`src/rtl/mm_job_sched_if.sv`:
```
`default_nettype none
// ============================================================================
// Module  : mm_job_sched_if
// Brief   : Host command / response handshake bundle for mm_job_sched.
// Revision: 1.0 - initial release
// ============================================================================
interface mm_job_sched_if #(
    parameter int MATRIXSIZE_W = 16,
    parameter int TAG_W        = 4
);
    logic                    cmd_valid;
    logic                    cmd_ready;
    logic [MATRIXSIZE_W-1:0] cmd_m1;
    logic [MATRIXSIZE_W-1:0] cmd_m3;
    logic [TAG_W-1:0]        cmd_tag;
    logic                    rsp_valid;
    logic                    rsp_ready;
    logic [TAG_W-1:0]        rsp_tag;
    logic [1:0]              rsp_status;

    modport master (
        output cmd_valid, cmd_m1, cmd_m3, cmd_tag, rsp_ready,
        input  cmd_ready, rsp_valid, rsp_tag, rsp_status
    );

    modport slave (
        input  cmd_valid, cmd_m1, cmd_m3, cmd_tag, rsp_ready,
        output cmd_ready, rsp_valid, rsp_tag, rsp_status
    );
endinterface
`default_nettype wire

```
`src/rtl/mm_job_sched.sv`:
```
`default_nettype none
// ============================================================================
// Module  : mm_job_sched
// Brief   : Validates matrix-multiply jobs, configures the array / D read-out,
//           tracks completion and returns one tagged status per job.
//           Optional watchdog: define MM_SCHED_TIMEOUT_EN.
// Revision: 1.0 - initial release
// ============================================================================
module mm_job_sched #(
    parameter int N1             = 4,
    parameter int N2             = 4,
    parameter int MATRIXSIZE_W   = 16,
    parameter int MEM_DEPTH_D    = 4096,
    parameter int TAG_W          = 4,
    parameter int TIMEOUT_CYCLES = 1048576
) (
    input  wire logic                    clk,
    input  wire logic                    rst,
    mm_job_sched_if.slave                bus,
    output logic [MATRIXSIZE_W-1:0]      cfg_M3,
    output logic [MATRIXSIZE_W-1:0]      cfg_M1dN1,
    output logic [MATRIXSIZE_W-1:0]      cfg_M1xM3dN1,
    output logic                         start_multiply,
    input  wire logic                    done_multiply,
    input  wire logic                    mon_tvalid,
    input  wire logic                    mon_tready,
    input  wire logic                    mon_tlast,
    output logic                         busy
);
    localparam int                      c_LOG2_N1 = $clog2(N1);
    localparam int                      c_PW      = 2 * MATRIXSIZE_W;
    localparam logic [MATRIXSIZE_W-1:0] c_N1_MASK = MATRIXSIZE_W'(N1 - 1);
    localparam logic [MATRIXSIZE_W-1:0] c_N2_MASK = MATRIXSIZE_W'(N2 - 1);
    localparam logic [c_PW-1:0]         c_DEPTH   = c_PW'(MEM_DEPTH_D);

    localparam logic [2:0] S_IDLE     = 3'd0;
    localparam logic [2:0] S_CHECK    = 3'd1;
    localparam logic [2:0] S_START    = 3'd2;
    localparam logic [2:0] S_WAIT_MUL = 3'd3;
    localparam logic [2:0] S_DRAIN    = 3'd4;
    localparam logic [2:0] S_RESP     = 3'd5;

    logic [2:0]              r_state;
    logic [MATRIXSIZE_W-1:0] r_m1;
    logic [MATRIXSIZE_W-1:0] r_m3;
    logic [TAG_W-1:0]        r_tag;
    logic [c_PW-1:0]         r_beats;
    logic                    r_done_meta;
    logic                    r_done_s;
    logic                    r_cmd_ready;
    logic                    r_rsp_valid;
    logic [TAG_W-1:0]        r_rsp_tag;
    logic [1:0]              r_rsp_status;
    logic [MATRIXSIZE_W-1:0] r_cfg_M3;
    logic [MATRIXSIZE_W-1:0] r_cfg_M1dN1;
    logic [MATRIXSIZE_W-1:0] r_cfg_M1xM3dN1;
    logic                    r_start;
    logic                    r_busy;

    logic [MATRIXSIZE_W-1:0] w_m1_div;
    logic [c_PW-1:0]         w_prod;
    logic                    w_illegal;
    logic                    w_beat;
    logic [c_PW-1:0]         w_beats_next;
    logic [c_PW-1:0]         w_expected;
    logic                    w_timeout;

    // Product is formed at double width so oversize jobs cannot wrap into range.
    assign w_m1_div     = r_m1 >> c_LOG2_N1;
    assign w_prod       = {{MATRIXSIZE_W{1'b0}}, w_m1_div} * {{MATRIXSIZE_W{1'b0}}, r_m3};
    assign w_illegal    = (r_m1 == '0) || (r_m3 == '0) ||
                          ((r_m1 & c_N1_MASK) != '0) || ((r_m3 & c_N2_MASK) != '0) ||
                          (w_prod > c_DEPTH);
    assign w_beat       = mon_tvalid & mon_tready;
    assign w_beats_next = r_beats + c_PW'(1);
    assign w_expected   = {{MATRIXSIZE_W{1'b0}}, r_cfg_M1xM3dN1} << c_LOG2_N1;

`ifdef MM_SCHED_TIMEOUT_EN
    localparam int c_TW = $clog2(TIMEOUT_CYCLES + 1);
    logic [c_TW-1:0] r_tcnt;

    // Held at zero outside WAIT_MUL/DRAIN, so every entry starts a fresh count.
    always_ff @(posedge clk or posedge rst) begin
        if (rst) begin
            r_tcnt <= '0;
        end else if (r_state == S_WAIT_MUL || r_state == S_DRAIN) begin
            r_tcnt <= r_tcnt + c_TW'(1);
        end else begin
            r_tcnt <= '0;
        end
    end

    assign w_timeout = (r_tcnt == c_TW'(TIMEOUT_CYCLES - 1));
`else
    assign w_timeout = 1'b0;
`endif

    always_ff @(posedge clk or posedge rst) begin
        if (rst) begin
            r_done_meta <= 1'b0;
            r_done_s    <= 1'b0;
        end else begin
            r_done_meta <= done_multiply;
            r_done_s    <= r_done_meta;
        end
    end

    always_ff @(posedge clk or posedge rst) begin
        if (rst) begin
            r_state        <= S_IDLE;
            r_m1           <= '0;
            r_m3           <= '0;
            r_tag          <= '0;
            r_beats        <= '0;
            r_cmd_ready    <= 1'b0;
            r_rsp_valid    <= 1'b0;
            r_rsp_tag      <= '0;
            r_rsp_status   <= 2'b00;
            r_cfg_M3       <= '0;
            r_cfg_M1dN1    <= '0;
            r_cfg_M1xM3dN1 <= '0;
            r_start        <= 1'b0;
            r_busy         <= 1'b0;
        end else begin
            r_start <= 1'b0;
            case (r_state)
                S_IDLE: begin
                    r_cmd_ready <= 1'b1;
                    if (bus.cmd_valid && r_cmd_ready) begin
                        r_m1        <= bus.cmd_m1;
                        r_m3        <= bus.cmd_m3;
                        r_tag       <= bus.cmd_tag;
                        r_cmd_ready <= 1'b0;
                        r_busy      <= 1'b1;
                        r_state     <= S_CHECK;
                    end
                end
                S_CHECK: begin
                    if (w_illegal) begin
                        r_rsp_valid  <= 1'b1;
                        r_rsp_tag    <= r_tag;
                        r_rsp_status <= 2'b01;
                        r_state      <= S_RESP;
                    end else begin
                        r_cfg_M3       <= r_m3;
                        r_cfg_M1dN1    <= w_m1_div;
                        r_cfg_M1xM3dN1 <= w_prod[MATRIXSIZE_W-1:0];
                        // Pulse alongside the cfg load when no stale done is pending.
                        if (!r_done_s) begin
                            r_start <= 1'b1;
                            r_state <= S_WAIT_MUL;
                        end else begin
                            r_state <= S_START;
                        end
                    end
                end
                S_START: begin
                    if (!r_done_s) begin
                        r_start <= 1'b1;
                        r_state <= S_WAIT_MUL;
                    end
                end
                S_WAIT_MUL: begin
                    if (w_timeout) begin
                        r_rsp_valid  <= 1'b1;
                        r_rsp_tag    <= r_tag;
                        r_rsp_status <= 2'b10;
                        r_state      <= S_RESP;
                    end else if (r_done_s) begin
                        r_beats <= '0;
                        r_state <= S_DRAIN;
                    end
                end
                S_DRAIN: begin
                    if (w_beat && mon_tlast) begin
                        r_beats      <= w_beats_next;
                        r_rsp_valid  <= 1'b1;
                        r_rsp_tag    <= r_tag;
                        r_rsp_status <= (w_beats_next == w_expected) ? 2'b00 : 2'b11;
                        r_state      <= S_RESP;
                    end else if (w_timeout) begin
                        r_rsp_valid  <= 1'b1;
                        r_rsp_tag    <= r_tag;
                        r_rsp_status <= 2'b10;
                        r_state      <= S_RESP;
                    end else if (w_beat) begin
                        r_beats <= w_beats_next;
                    end
                end
                S_RESP: begin
                    if (bus.rsp_ready) begin
                        r_rsp_valid <= 1'b0;
                        r_cmd_ready <= 1'b1;
                        r_busy      <= 1'b0;
                        r_state     <= S_IDLE;
                    end
                end
                default: begin
                    r_state <= S_IDLE;
                end
            endcase
        end
    end

    assign bus.cmd_ready  = r_cmd_ready;
    assign bus.rsp_valid  = r_rsp_valid;
    assign bus.rsp_tag    = r_rsp_tag;
    assign bus.rsp_status = r_rsp_status;
    assign cfg_M3         = r_cfg_M3;
    assign cfg_M1dN1      = r_cfg_M1dN1;
    assign cfg_M1xM3dN1   = r_cfg_M1xM3dN1;
    assign start_multiply = r_start;
    assign busy           = r_busy;
endmodule
`default_nettype wire

```
`src/flat_wrapper.sv`:
```
// flat-port wrapper written by rule: the top's interface ports become plain ports
module mm_job_sched_flat 
#(
    parameter int N1             = 4,
    parameter int N2             = 4,
    parameter int MATRIXSIZE_W   = 16,
    parameter int MEM_DEPTH_D    = 4096,
    parameter int TAG_W          = 4,
    parameter int TIMEOUT_CYCLES = 1048576
)
  (clk, rst, cfg_M3, cfg_M1dN1, cfg_M1xM3dN1, start_multiply, done_multiply, mon_tvalid, mon_tready, mon_tlast, busy, bus_cmd_valid, bus_cmd_m1, bus_cmd_m3, bus_cmd_tag, bus_rsp_ready, bus_cmd_ready, bus_rsp_valid, bus_rsp_tag, bus_rsp_status);
  mm_job_sched_if #(.MATRIXSIZE_W(MATRIXSIZE_W), .TAG_W(TAG_W)) bus_i ();
  input  wire logic clk;
  input  wire logic rst;
  output logic [MATRIXSIZE_W-1:0] cfg_M3;
  output logic [MATRIXSIZE_W-1:0] cfg_M1dN1;
  output logic [MATRIXSIZE_W-1:0] cfg_M1xM3dN1;
  output logic start_multiply;
  input  wire logic done_multiply;
  input  wire logic mon_tvalid;
  input  wire logic mon_tready;
  input  wire logic mon_tlast;
  output logic busy;
  input wire logic [$bits(bus_i.cmd_valid)-1:0] bus_cmd_valid;
  input wire logic [$bits(bus_i.cmd_m1)-1:0] bus_cmd_m1;
  input wire logic [$bits(bus_i.cmd_m3)-1:0] bus_cmd_m3;
  input wire logic [$bits(bus_i.cmd_tag)-1:0] bus_cmd_tag;
  input wire logic [$bits(bus_i.rsp_ready)-1:0] bus_rsp_ready;
  output wire logic [$bits(bus_i.cmd_ready)-1:0] bus_cmd_ready;
  output wire logic [$bits(bus_i.rsp_valid)-1:0] bus_rsp_valid;
  output wire logic [$bits(bus_i.rsp_tag)-1:0] bus_rsp_tag;
  output wire logic [$bits(bus_i.rsp_status)-1:0] bus_rsp_status;
  assign bus_i.cmd_valid = bus_cmd_valid;
  assign bus_i.cmd_m1 = bus_cmd_m1;
  assign bus_i.cmd_m3 = bus_cmd_m3;
  assign bus_i.cmd_tag = bus_cmd_tag;
  assign bus_i.rsp_ready = bus_rsp_ready;
  assign bus_cmd_ready = bus_i.cmd_ready;
  assign bus_rsp_valid = bus_i.rsp_valid;
  assign bus_rsp_tag = bus_i.rsp_tag;
  assign bus_rsp_status = bus_i.rsp_status;
  mm_job_sched #(.N1(N1), .N2(N2), .MATRIXSIZE_W(MATRIXSIZE_W), .MEM_DEPTH_D(MEM_DEPTH_D), .TAG_W(TAG_W), .TIMEOUT_CYCLES(TIMEOUT_CYCLES)) u_core (.clk(clk), .rst(rst), .bus(bus_i), .cfg_M3(cfg_M3), .cfg_M1dN1(cfg_M1dN1), .cfg_M1xM3dN1(cfg_M1xM3dN1), .start_multiply(start_multiply), .done_multiply(done_multiply), .mon_tvalid(mon_tvalid), .mon_tready(mon_tready), .mon_tlast(mon_tlast), .busy(busy));
endmodule
```
`config.mk`:
```
export PLATFORM = sky130hd
export DESIGN_NAME = mm_job_sched_flat
export DESIGN_NICKNAME = d
export VERILOG_FILES = /design/src/rtl/mm_job_sched_if.sv /design/src/rtl/mm_job_sched.sv /design/src/flat_wrapper.sv
export SDC_FILE = /design/constraint.sdc
export NUM_CORES = 1
export LEC_CHECK = 0
export BUFFER_PORTS_ARGS = -buffer_cell sky130_fd_sc_hd__buf_4
export CORE_ASPECT_RATIO = 1.25
export CORE_MARGIN = 2
export CORE_UTILIZATION = 60
export CTS_CLUSTER_DIAMETER = 30
export DETAILED_ROUTE_END_ITERATION = 7
export GPL_ROUTABILITY_DRIVEN = 0
export MAX_ROUTING_LAYER = met4
export PLACE_DENSITY = 0.78
export SETUP_SLACK_MARGIN = 0.05
export SYNTH_ARGS = -nofsm -noshare
export SYNTH_HDL_FRONTEND = slang
export SYNTH_SLANG_ARGS = --single-unit
```
`constraint.sdc`:
```
create_clock -name clk -period 14.45 [get_ports clk]
set_input_delay 1.445 -clock clk [delete_from_list [all_inputs] [get_ports clk]]
set_output_delay 1.445 -clock clk [all_outputs]
set_load 0.02 [all_outputs]
```
==> Word-level counts from Yosys, hierarchy flattened <==
Index checks and enable logic that the tools add are counted.
Widths: inputs -> output; s select.
{ "classes": {"add_sub_neg": 1, "multipliers": 1, "n_div": 0, "order_cmp": 1, "eq_ne": 13, "shifts": 0, "mux": 31, "n_bitwise": 2, "n_reduce_logical": 23} }
{ "ops": {"columns": ["cell", "n"], "rows": [
  ["$mux 32", 3],
  ["$pmux 32 s2", 1],
  ["$add 32x1->32 const B", 1],
  ["$eq 32x18->1", 1],
  ["$gt 32x13->1 const B", 1],
  ["$logic_not 16->1", 2],
  ["$reduce_bool 16->1", 2],
  ["$mul 14x16->30", 1],
  ["$mux 3", 6],
  ["$pmux 3 s6", 1],
  ["$mux 1", 9],
  ["$reduce_and 3->1", 3],
  ["$mux 4", 2],
  ["$ne 2x1->1 const B", 4],
  ["$pmux 4 s2", 1],
  ["$eq 3x2->1 const B", 2],
  ["$eq 3x3->1 const B", 2],
  ["$mux 2", 3],
  ["$pmux 1 s2", 3],
  ["$reduce_and 2->1", 3],
  ["$reduce_bool 2->1", 3],
  ["$reduce_and 5->1", 1],
  ["$logic_or 1x1->1", 4],
  ["$ne 2x2->1 const B", 2],
  ["other kinds (10)", 11]
]} }
{ "word_totals": {"ff_bits": 129, "latchBits": 0, "mem_bits_rw": 0, "romBits": 0, "input_bits": 44, "output_inout_bits": 58, "elab_cells": 88, "n_memories": 0} }

==> Logic depth before layout (Yosys ltp) <==
Gate-level depths: netlist (run 1).
{ "logic_depth": {"depth_word": 7, "depth_mapped": 26, "ltp_nobuf": 23} }

==> Least setup slack after synthesis (run 1) <==
Ideal clock, no wire load.
{ "synth_path": {"path_type": "flip-flop to flip-flop", "from": "register u_core.r_m1[9]", "to": "register u_core.r_cfg_M1dN1[0] (netlist: u_core.cfg_M1dN1[0])", "setup_time_ns": 0.125, "t_arrival_ns": 7.143, "required_time_ns": 14.325, "path_slack_ns": 7.182, "path_stages_with_launch": 27, "n_path_buf": 4, "synth_period_minus_slack_ns": 7.268, "path_cell_list": "dfrtp_1 clkbuf_1 buf_1 nand2_1 fa_1 inv_1 fa_1 inv_1 fa_1 inv_1 fa_1 fa_1 inv_1 fa_1 inv_1 ha_1 buf_2 and4_1 a21oi_1 a21oi_1 or4_4 a221oi_2 nand4_1 a2111oi_4 nand3_4 buf_6 mux2_4"} }
{ "synth_between": {"elab_chain_len": 7, "elab_cells_between_ends": 9, "cone_classes": "mul: 1; order compare: 1; bitwise: 1; reduce/logical: 6"} }
{ "synth_lines": {"columns": ["element", "line", "rtl"], "rows": [
  ["start: declaration", "mm_job_sched.sv:44", "logic [MATRIXSIZE_W-1:0] r_m1;"],
  ["start signal: assignment", "mm_job_sched.sv:130", "r_m1 <= bus.cmd_m1;"],
  ["parallel branches: the longest is 4 deep, another holds $gt 32x13->1", null, null],
  ["$logic_or 1x1->1 (*)", "mm_job_sched.sv:72", "((r_m1 & c_N1_MASK) != '0) || ((r_m3 & c_N2_MASK) != '0) ||"],
  ["$not 1->1 (no line) (*)", null, null],
  ["$reduce_and 2->1 (no line) (*)", null, null],
  ["end signal: assignment", "mm_job_sched.sv:146", "r_cfg_M1dN1 <= w_m1_div;"],
  ["end: declaration", "mm_job_sched.sv:55", "logic [MATRIXSIZE_W-1:0] r_cfg_M1dN1;"]
]} }
Mark *: on every way between the ends.
A chain may end at the register's enable or synchronous reset.

==> Worst setup path in the final report (run 1) <==
{ "layout_path": {"from": "register u_core.r_m3[5]", "to": "register u_core.r_cfg_M3[3] (netlist: u_core.cfg_M3[3])"} }
{ "layout_between": {"elab_chain_len": 7, "elab_cells_between_ends": 9, "cone_classes": "mul: 1; order compare: 1; bitwise: 1; reduce/logical: 6"} }
{ "layout_lines": {"columns": ["element", "line", "rtl"], "rows": [
  ["start: declaration", "mm_job_sched.sv:45", "logic [MATRIXSIZE_W-1:0] r_m3;"],
  ["start signal: assignment", "mm_job_sched.sv:131", "r_m3 <= bus.cmd_m3;"],
  ["parallel branches: the longest is 4 deep, another holds $gt 32x13->1", null, null],
  ["$logic_or 1x1->1 (*)", "mm_job_sched.sv:72", null],
  ["$not 1->1 (no line) (*)", null, null],
  ["$reduce_and 2->1 (no line) (*)", null, null],
  ["end signal: assignment", "mm_job_sched.sv:145", "r_cfg_M3 <= r_m3;"],
  ["end: declaration", "mm_job_sched.sv:54", "logic [MATRIXSIZE_W-1:0] r_cfg_M3;"]
]} }
Marked as above.

==> results.md, run 1 <==
* Cell row count at 63
* Port Buffer Count at a little under 100
* Post-Place Cells at between 1500 and 2000
* Synth top area cells: fa_1, dfrtp_1, ha_1, and2_1, inv_1
* Grt total ovfl at 0
* GR Util met3 at 5.04%
* Post-place instance area at 15000 um2
* Slowest CP cell: dfrtp_1
* Clk slew on worst S/H paths at 0.06 ns
* Crit path kind: reg2reg
* Hold slack at roughly 0.36 ns
* Library cells used by synthesis at 74
* Total CTS buffers at 17
* Post-Synthesis Cells at about 1500
* CTS HTree Levels at 4
* Post-Synthesis Cell Area at 14200 um2
* Largest net degree at the start of global routing at 75
* Final instance area at 15600 um2
* CTS tree: done
* Yosys reg bits at 129
* Area share of the largest cell type after synthesis at about 23%
* Vias after detailed routing at 11223
* CP most frequent cell: fa_1
* Final net count at 1841
* Height of the chip at approximately 180 um
* Antenna cells at 0
* Outcome: complete, no violations
* YS warnings at 0
* Max cap viols at 0
* Fraction of registers with async set/reset at 100%
* Met2 usage at 51.3%
* Setup TNS at 0 ns
* Dominant cell type by area after synthesis: fa_1
* Fin crit share at ~58%
* Final Critical Period at approximately 8.4 ns
* DR iter-0 viols at between 700 and 800
* Crit-path max cell delay at approximately 0.80 ns
* Achievable frequency at roughly 0.12 GHz
* P&R area growth vs syn at 9.76%
* GRT Max-Usage Layer: met2
* Routed wire length at 35000 um
* Startpoint types: flop
* Final Slew Violations at 0
* Post-synth top flop: dfrtp_1
* Router iterations before antenna repair at 5
* Post_cts resized at 0
* Clock root buffer: clkbuf_16
* Deepest clock path buffer count at 2
* Critical path cell sequence: nand2_1, fa_1, inv_1, fa_1, inv_1, fa_1, inv_1, fa_1, fa_1, inv_1, fa_1, inv_1, ha_1, and4_1, a21oi_1, a21oi_1, or4_4, a221oi_2, nand4_1, a2111oi_4, nand3_4, mux2_4
* RSZ-0062 raised after global routing: false
* Met1 Use GR at a little over a third
* First-pass GRT wire length at 57200 um
* Post-route ant nets at 0
* Clk Latency, worst-skew pair at 0.43 ns
* Data required, critical path at 14.76 ns
* Core ar. at roughly 23000 um2
* Die width at ~140 um
* Slew @ Worst Pin at 0.971 ns
* Hold Fails Final Rpt at 0
* Number of antenna violations at the first check in global routing at 0
* Max Clock Skew at between 0.008 and 0.009 ns
* Avg Vias per Cell at just over 6
* CTS sink cnt at between 100 and 150
* Syn Area/Cell at between 9 and 10 um2
* Layout cells sized above 1 at around 15%
* Number of synthesized flops with an enable pin at 0
* Crit Path Max Fanout at 46
* Hold-fix buffer count after cts at 0
* Gr usage total at about 30%
* Sequential fraction of the synthesis area at between 20% and 30%
* Slew HR at a little over a third
* Final setup fails at 0
* Worst Path Arrival at 8.75 ns
* Commonest non-fill, non-tap cell in the layout: inv_1
* I/O pin cnt at ~100
* HPWL after DPL at around 26000 um
* Post-CTS Setup Bufs at 0
* Non-Filler Instances at 1841
* Crit end category: flop
* Vias in the first global route at around 11000
* Initial core utilization at roughly three fifths
* Number of remaining DRC errors at 0
* Hold WC Path Type: reg2reg
* Routed len/inst at 19.0 um
* Die area at between 20000 and 25000 um2
* Most frequent cells in the layout: inv_1, nand2_1, fa_1
## routing by layer
metal / share of wire (%) / wire length, um
met5: 0 / 0
met4: 3.4 / 1200
met3: 6.2 / 2190
met2: 53 / 18400
met1: 38 / 13200
## logic make-up (layout without fill, tap and decap cells)
family	count (synthesis)	in the layout	synth area share (%)
AOI/OAI and AO/OA	218	218	10.1
xor gates and xnor gates	53	53	3.26
adders and majority gates	260	260	31.6
buffers and inverters	275	320	7.58
DFF	129	129	22.7
muxes	86	86	7.60
other	1	2	0.0264
and+or+nand+nor	481	481	17.1
## synth_stat cells, drive strengths merged, types with 5 or more instances
cell type and n:
nand3 17, nor2 56, ha 95, a31oi 11, clkbuf 75, and3 20
and2 115, dfrtp 129, o21a 6, xnor2 29, o21ai 65, a21o 7
nand4 27, o21bai 5, nand2b 5, buf 15, nor2b 6, mux2i 6
xor2 24, nor3 15, o31ai 13, a211oi 7, mux2 80, or3 6
fa 165, a21oi 49, inv 185, nor4 17, o211ai 9, nand2 181
## per-stage QoR
stage	worst slack, ns	util, %
6_report	6.01	66.5
5_1_grt	5.69	66.5
2_1_floorplan	7.18	-
3_3_place_gp	6.30	63.8
4_1_cts	6.03	66.5
3_5_place_dp	6.11	63.8
## layout make-up
class                   count  area (um2)
well taps                 292         365
fillers                  1819        7880
flip-flops and latches    129        3230
multi-input cells        1100        9930
clock inverters            13         175
inverters                 185         697
clock buffers              18         439
repair buffers            104         781
## worst max-delay path: cells and delay by family (launching register included)
| family | cells | cell delay, ns |
|---|---|---|
| AO/OA/AOI/OAI | 4 | 1.19 |
| adder cells (fa/ha/maj) | 7 | 3.53 |
| buffers and inverters | 5 | 0.27 |
| flip-flops | 1 | 0.80 |
| multiplexers | 1 | 0.56 |
| AND/OR/NAND/NOR | 5 | 1.91 |
## path summary, 6_finish.rpt
kind                                     from                 end  slack, ns  cells after the start
setup / recovery               u_core.r_m3[5]    u_core.cfg_M3[3]       6.01                     22
setup reg to reg               u_core.r_m3[5]    u_core.cfg_M3[3]       6.01                     22
hold / removal             u_core.r_done_meta     u_core.r_done_s       0.36                      0
max in group asynchronous                 rst  u_core.r_beats[17]      11.89                      3
min in group asynchronous                 rst     u_core.r_tag[2]       1.11                      2
hold reg to reg            u_core.r_done_meta     u_core.r_done_s       0.36                      0
## registers in the layout, summed over array words and instances, names as in the netlist
signal                 count
u_core.start_multiply      1
u_core.r_m1               16
u_core.busy                1
u_core.r_state             3
u_core.r_tag               4
u_core.cfg_M3             16
u_core.r_done_meta         1
u_core.r_beats            32
u_core.cfg_M1dN1          14
u_core.bus.rsp_status      2
u_core.bus.rsp_tag         4
u_core.bus.rsp_valid       1
u_core.r_done_s            1
u_core.bus.cmd_ready       1
u_core.cfg_M1xM3dN1       16
u_core.r_m3               16
Power of run 1 is left out: the tool's default activity adds up to more than one toggle a clock period on the data nets, which glitch-free logic cannot reach.
==> run 2, diff against run 1 <==
Settings changed: CORE_UTILIZATION 60 to 57.
Clock period 14.45 ns to 6.8 ns, I/O delays scaled along.
==> run 2 against run 1 <==
Net effect: the run now ends with setup timing left; critical path type unchanged; highest routed layer unchanged; setup slack worse by 6.3 ns; die area increased by 5.1%; clock-buffer cell count is 1 lower; maximum frequency rose by 19%; worst hold slack worse by 0.0086 ns.
==> results.md, run 2 (synthesis results as in run 1) <==
* Hold WC Path Type: in2reg
* Die area at 26200 um2 (+5.1%)
* CTS tree: done
* Clock root buffer: clkbuf_16
* Clk slew on worst S/H paths at 0.07 ns (about the same)
* Port Buffer Count at 99 (unchanged)
* Height of the chip at 181 um (+2.5%)
* Hold slack at 0.349 ns (-0.00856 ns)
* Fin crit share at 104% (+46 points)
* Router iterations before antenna repair at 6 (+1)
* Vias in the first global route at 13139 (+14%)
* CP most frequent cell: fa_1
* P&R area growth vs syn at 24.8%
* Worst Path Arrival at 7.42 ns (-1.33 ns)
* RSZ-0062 raised after global routing: true
* Crit path max-delay family: adder cells
* Crit end category: flop
* Total CTS buffers at 17 (unchanged)
* Outcome: finished with violations
* Commonest non-fill, non-tap cell in the layout: buf_4
* Hold Fails Final Rpt at 0 (unchanged)
* Crit-path max cell delay at 0.59 ns (-0.21 ns)
* Slew HR at 36.2% (+0.99 points)
* Die width at 145 um (+2.5%)
* FILL cells at 1591 (-13%)
* Achievable frequency at 0.141 GHz (+19%)
* HPWL after DPL at 29400 um (+13%)
* Fin util at 72.5% (+6.0 points)
* Failing checks: setup timing
* Core ar. at 24500 um2 (+4.3%)
* Routed wire length at 43900 um (+25%)
* Reg area at 3240 um2 (+0.43%)
* Final setup fails at 51 (+51)
* I/O pin cnt at 102 (unchanged)
* Clk Latency, worst-skew pair at 0.45 ns (+0.02 ns)
* Post-route ant nets at 0 (unchanged)
* Vias after detailed routing at 12591 (+12%)
* Grt total ovfl at 0 (unchanged)
* CTS HTree Levels at 4 (unchanged)
* DR iter-0 viols at 963 (+21%)
* Data required, critical path at 7.12 ns (-7.64 ns)
* Largest register FFs at 32 (unchanged)
* Number of remaining DRC errors at 0 (unchanged)
* Reg with most FFs: u_core.r_beats
* Crit path kind: reg2reg
* CTS sink cnt at 129 (unchanged)
* First-pass GRT wire length at 66200 um (+16%)
* Slew @ Worst Pin at 0.956 ns (-0.0149 ns)
* Final net count at 2035 (+11%)
* Gr usage total at 32.5% (+2.7 points)
* Layout cells sized above 1 at 30.3% (+15 points)
* Startpoint types: flop
* Final Slew Violations at 0 (unchanged)
* Crit Path Max Fanout at 12 (-74%)
* Final Critical Period at 7.10 ns (-1.34 ns)
* Most frequent cells in the layout: buf_4, nand2_1, inv_1
* Cell row count at 64 (+1.6%)
* Max Clock Skew at 0.0101 ns (+0.00171 ns)
* Avg Vias per Cell at 6.07 (-0.46%)
* Routed len/inst at 21.1 um (+11%)
* Deepest clock path buffer count at 2 (unchanged)
* Initial core utilization at 58.0% (-2.5 points)
* Slowest CP cell: fa_1
* Number of antenna violations at the first check in global routing at 0 (unchanged)
* Setup WS post-layout at -0.297 ns (-6.31 ns)
* Worst path bufs/invs at 9 (+4)
* Max cap viols at 0 (unchanged)
* Largest net degree at the start of global routing at 66 (-12%)
* Multi-input combinational cell area at 10400 um2 (+4.9%)
[run 2: cell count changes in the layout (fill, tap and decap cells not counted), sizes merged]
cell / delta
clkinvlp: +1
clkbuf: +2
inv: +2
bufinv: -1
buf: +191
diode: +1
[run 2: metal layers]
| layer | up-vias | global-route usage [%] | part of all wire (%) |
|---|---|---|---|
| met2 | 699 | 55.6 | 51 |
| met5 | - | - | 0 |
| met1 | 6221 | 36.6 | 35 |
| met4 | 0 | 18.0 | 6.5 |
| li1 | 5421 | - | - |
| met3 | 250 | 4.94 | 7.5 |
[run 2: cell type report]
cell class / count / share of cell area [%]
antenna: 1 / 0.0141
inverter: 185 / 3.93
tap: 330 / 2.33
clock buffer: 17 / 2.40
timing repair buffer: 298 / 13.5
clock inverter: 15 / 0.965
sequential: 129 / 18.3
multi-input combinational: 1100 / 58.7
[run 2: stage by stage]
stage | instances | setup TNS [ns] | setup slack [ns] | instance area (um2)
after global placement | 2007 | -9.80 | -0.281 | 16300
after floorplan | 1504 | 0 | 0.0501 | 14400
after global routing | 2074 | -23.09 | -0.489 | 17800
after detailed placement | 2007 | -18.08 | -0.426 | 16300
final | 2075 | -12.33 | -0.297 | 17800
after CTS | 2057 | -5.10 | -0.155 | 17300
[run 2: what timing repair did]
| action | 4_1_cts | 5_1_grt |
|---|---|---|
| gates resized for setup | 53 | 71 |
| hold endpoints to repair | 0 | 0 |
| setup endpoints to repair | 57 | 57 |
| hold buffers | 0 | 0 |
| gates cloned | 1 | 4 |
| pin swaps | 27 | 37 |
| setup buffers | 18 | 14 |
[run 2: worst paths after layout]
path	startpoint	endpoint	slack, ns	cells past startpoint
setup reg to reg	u_core.r_m3[6]	u_core.cfg_M1xM3dN1[8]	-0.30	26
hold / removal	done_multiply	u_core.r_done_meta	0.35	1
max in group asynchronous	rst	u_core.r_beats[17]	5.06	3
hold reg to reg	u_core.r_done_meta	u_core.r_done_s	0.36	0
setup / recovery	u_core.r_m3[6]	u_core.cfg_M1xM3dN1[8]	-0.30	26
min in group asynchronous	rst	u_core.r_tag[2]	0.40	2
Power of run 2 is left out for the same reason.
==> run 3, diff against run 2 <==
Settings changed: GPL_TIMING_DRIVEN set to 0.
==> run 3 against run 2 <==
Net effect: the flow still finishes with violations (setup timing); first-iteration DRC count increased by 13%; register-to-register slack worse by 0.15 ns; die area did not move; critical path depth unchanged; final cell count is 1.5% lower; clock-buffer cell count increased by 1; setup slack lost 0.15 ns; non-clock buffer count fell by 31; critical path type unchanged; largest cell class unchanged.
==> results.md, run 3 (synthesis results as in run 1) <==
* Met1 Use GR at 36.9% (+0.34 points)
* Hold-fix buffer count after cts at 0 (unchanged)
* Largest register FFs at 32 (unchanged)
* Clk slew on worst S/H paths at 0.07 ns (about the same)
* Avg Vias per Cell at 6.14 (+1.2%)
* Deepest clock path buffer count at 2 (unchanged)
* Hold WC Path Type: in2async
* Setup TNS at -20.78 ns (-8.45 ns)
* Die area at 26200 um2 (unchanged)
* Hold Fails Final Rpt at 0 (unchanged)
* Core ar. at 24500 um2 (unchanged)
* Achievable frequency at 0.138 GHz (-2.1%)
* Startpoint types: flop
* Slew @ Worst Pin at 0.742 ns (-0.214 ns)
* Max Clock Skew at 0.0119 ns (+0.00179 ns)
* Routed len/inst at 21.1 um (-0.38%)
* Final Slew Violations at 0 (unchanged)
* Layout cells sized above 1 at 26.7% (-3.6 points)
* Grt total ovfl at 0 (unchanged)
* Clk Latency, worst-skew pair at 0.45 ns (about the same)
* Initial core utilization at 58.0% (unchanged)
* Crit end category: flop
* Crit Path Max Fanout at 7 (-5)
* Data required, critical path at 7.13 ns (about the same)
* Number of antenna violations at the first check in global routing at 0 (unchanged)
* I/O pin cnt at 102 (unchanged)
* CTS tree: done
* Vias after detailed routing at 12550 (-0.33%)
* Number of remaining DRC errors at 0 (unchanged)
* Vias in the first global route at 13003 (-1.0%)
* Setup WS post-layout at -0.448 ns (-0.151 ns)
* Max cap viols at 0 (unchanged)
* Crit path kind: reg2reg
* RSZ-0062 raised after global routing: true
* P&R area growth vs syn at 24.4%
* Most frequent cells in the layout: nand2_1, inv_1, buf_4
* Antenna cells at 0 (-1)
* GRT Max-Usage Layer: met2
* Reg with most FFs: u_core.r_beats
* First-pass GRT wire length at 67300 um (+1.5%)
* CTS HTree Levels at 4 (unchanged)
* Cell row count at 64 (unchanged)
* Met2 usage at 55.8% (+0.23 points)
* Multi-input combinational cell area at 10400 um2 (-0.47%)
* Clock root buffer: clkbuf_16
* Router iterations before antenna repair at 6 (unchanged)
* HPWL after DPL at 29400 um (about the same)
* Height of the chip at 181 um (unchanged)
* Failing checks: setup timing
* CTS sink cnt at 129 (unchanged)
* FILL cells at 1606 (+0.94%)
* Total CTS buffers at 17 (unchanged)
* Final Critical Period at 7.25 ns (+0.151 ns)
* Gr usage total at 33.6% (+1.1 points)
* Routed wire length at 43000 um (-1.9%)
* Fin crit share at 107% (+2.2 points)
* Post-route ant nets at 0 (unchanged)
* Final net count at 2004 (-1.5%)
* GR Util met3 at 6.73% (+1.8 points)
* Outcome: finished with violations
* Commonest non-fill, non-tap cell in the layout: nand2_1
* Worst Path Arrival at 7.58 ns (+0.16 ns)
* Reg area at 3250 um2 (+0.27%)
* Die width at 145 um (unchanged)
* Largest net degree at the start of global routing at 75 (+14%)
* Final setup fails at 57 (+12%)
* DR iter-0 viols at 1091 (+13%)
* Port Buffer Count at 99 (unchanged)
* Slew HR at 50.1% (+14 points)
==> run 3: cell types whose count changed in the layout (fill, tap and decap cells not counted), sizes merged <==
| cell | change |
|---|---|
| inv | +2 |
| clkbuf | +63 |
| diode | -1 |
| clkinv | -2 |
| buf | -93 |
| clkinvlp | -1 |
==> run 3: cell type report <==
| class | count | area share [%] |
|---|---|---|
| Clock inverter | 14 | 0.927 |
| Inverter | 185 | 3.95 |
| Clock buffer | 18 | 2.48 |
| Multi-Input combinational cell | 1100 | 58.6 |
| Buffer | 82 | 4.47 |
| Sequential cell | 129 | 18.4 |
| Timing Repair Buffer | 185 | 8.85 |
| Tap cell | 330 | 2.33 |
==> run 3: critical path, stage by stage (launching register included) <==
cell	delay (ns)
dfrtp_2	0.49
buf_6	0.16
and2_4	0.15
fa_1	0.49
inv_1	0.06
fa_1	0.52
inv_1	0.05
fa_1	0.56
fa_1	0.45
fa_1	0.52
inv_1	0.05
fa_1	0.47
inv_1	0.04
ha_1	0.29
buf_6	0.13
and3_4	0.17
o21ai_2	0.23
o2bb2ai_2	0.11
or4_4	0.53
a221oi_2	0.25
nand4_1	0.18
a2111oi_4	0.31
buf_6	0.18
nand3_4	0.10
buf_12	0.17
clkbuf_16	0.16
mux2_4	0.30
==> run 3: per-stage QoR <==
stage / util [%] / instances / cell area (um2) / setup slack (ns) / hold WS [ns]
after floorplan: - / 1504 / 14400 / 0.0501 / 0.331
after global placement: 63.6 / 1933 / 15600 / -1.17 / 0.333
after detailed placement: 63.8 / 1934 / 15600 / -1.35 / 0.343
after CTS: 70.4 / 2028 / 17300 / -0.375 / 0.304
after global routing: 72.2 / 2043 / 17700 / -0.644 / 0.335
final: 72.2 / 2043 / 17700 / -0.448 / 0.281
==> run 3: what timing repair did <==
item                       4_1_cts  5_1_grt
cloned                           1        1
buffers inserted                65       19
setup endpoints to repair       57       57
pin swaps                       35       37
gates resized for setup        118       85
==> run 3: path summary, 6_finish.rpt <==
| path | startpoint | end | slack, ns | cells after the start |
|---|---|---|---|---|
| min in group clk | done_multiply | u_core.r_done_meta | 0.35 | 1 |
| worst min register to register | u_core.r_done_meta | u_core.r_done_s | 0.37 | 0 |
| worst max-delay path | u_core.r_m1[5] | u_core.cfg_M3[2] | -0.45 | 26 |
| worst min-delay path | rst | u_core.bus.rsp_tag[3] | 0.28 | 2 |
| worst max register to register | u_core.r_m1[5] | u_core.cfg_M3[2] | -0.45 | 26 |
| max in group asynchronous | rst | u_core.cfg_M1xM3dN1[10] | 5.77 | 3 |
==> run 3: metal layers <==
layer  up-vias  part of all wire [%]
met5         -                     0
met4         0                   7.4
met3       272                   7.9
met2       695                    50
met1      6204                    34
li1       5379                     -
Power of run 3 is left out for the same reason.
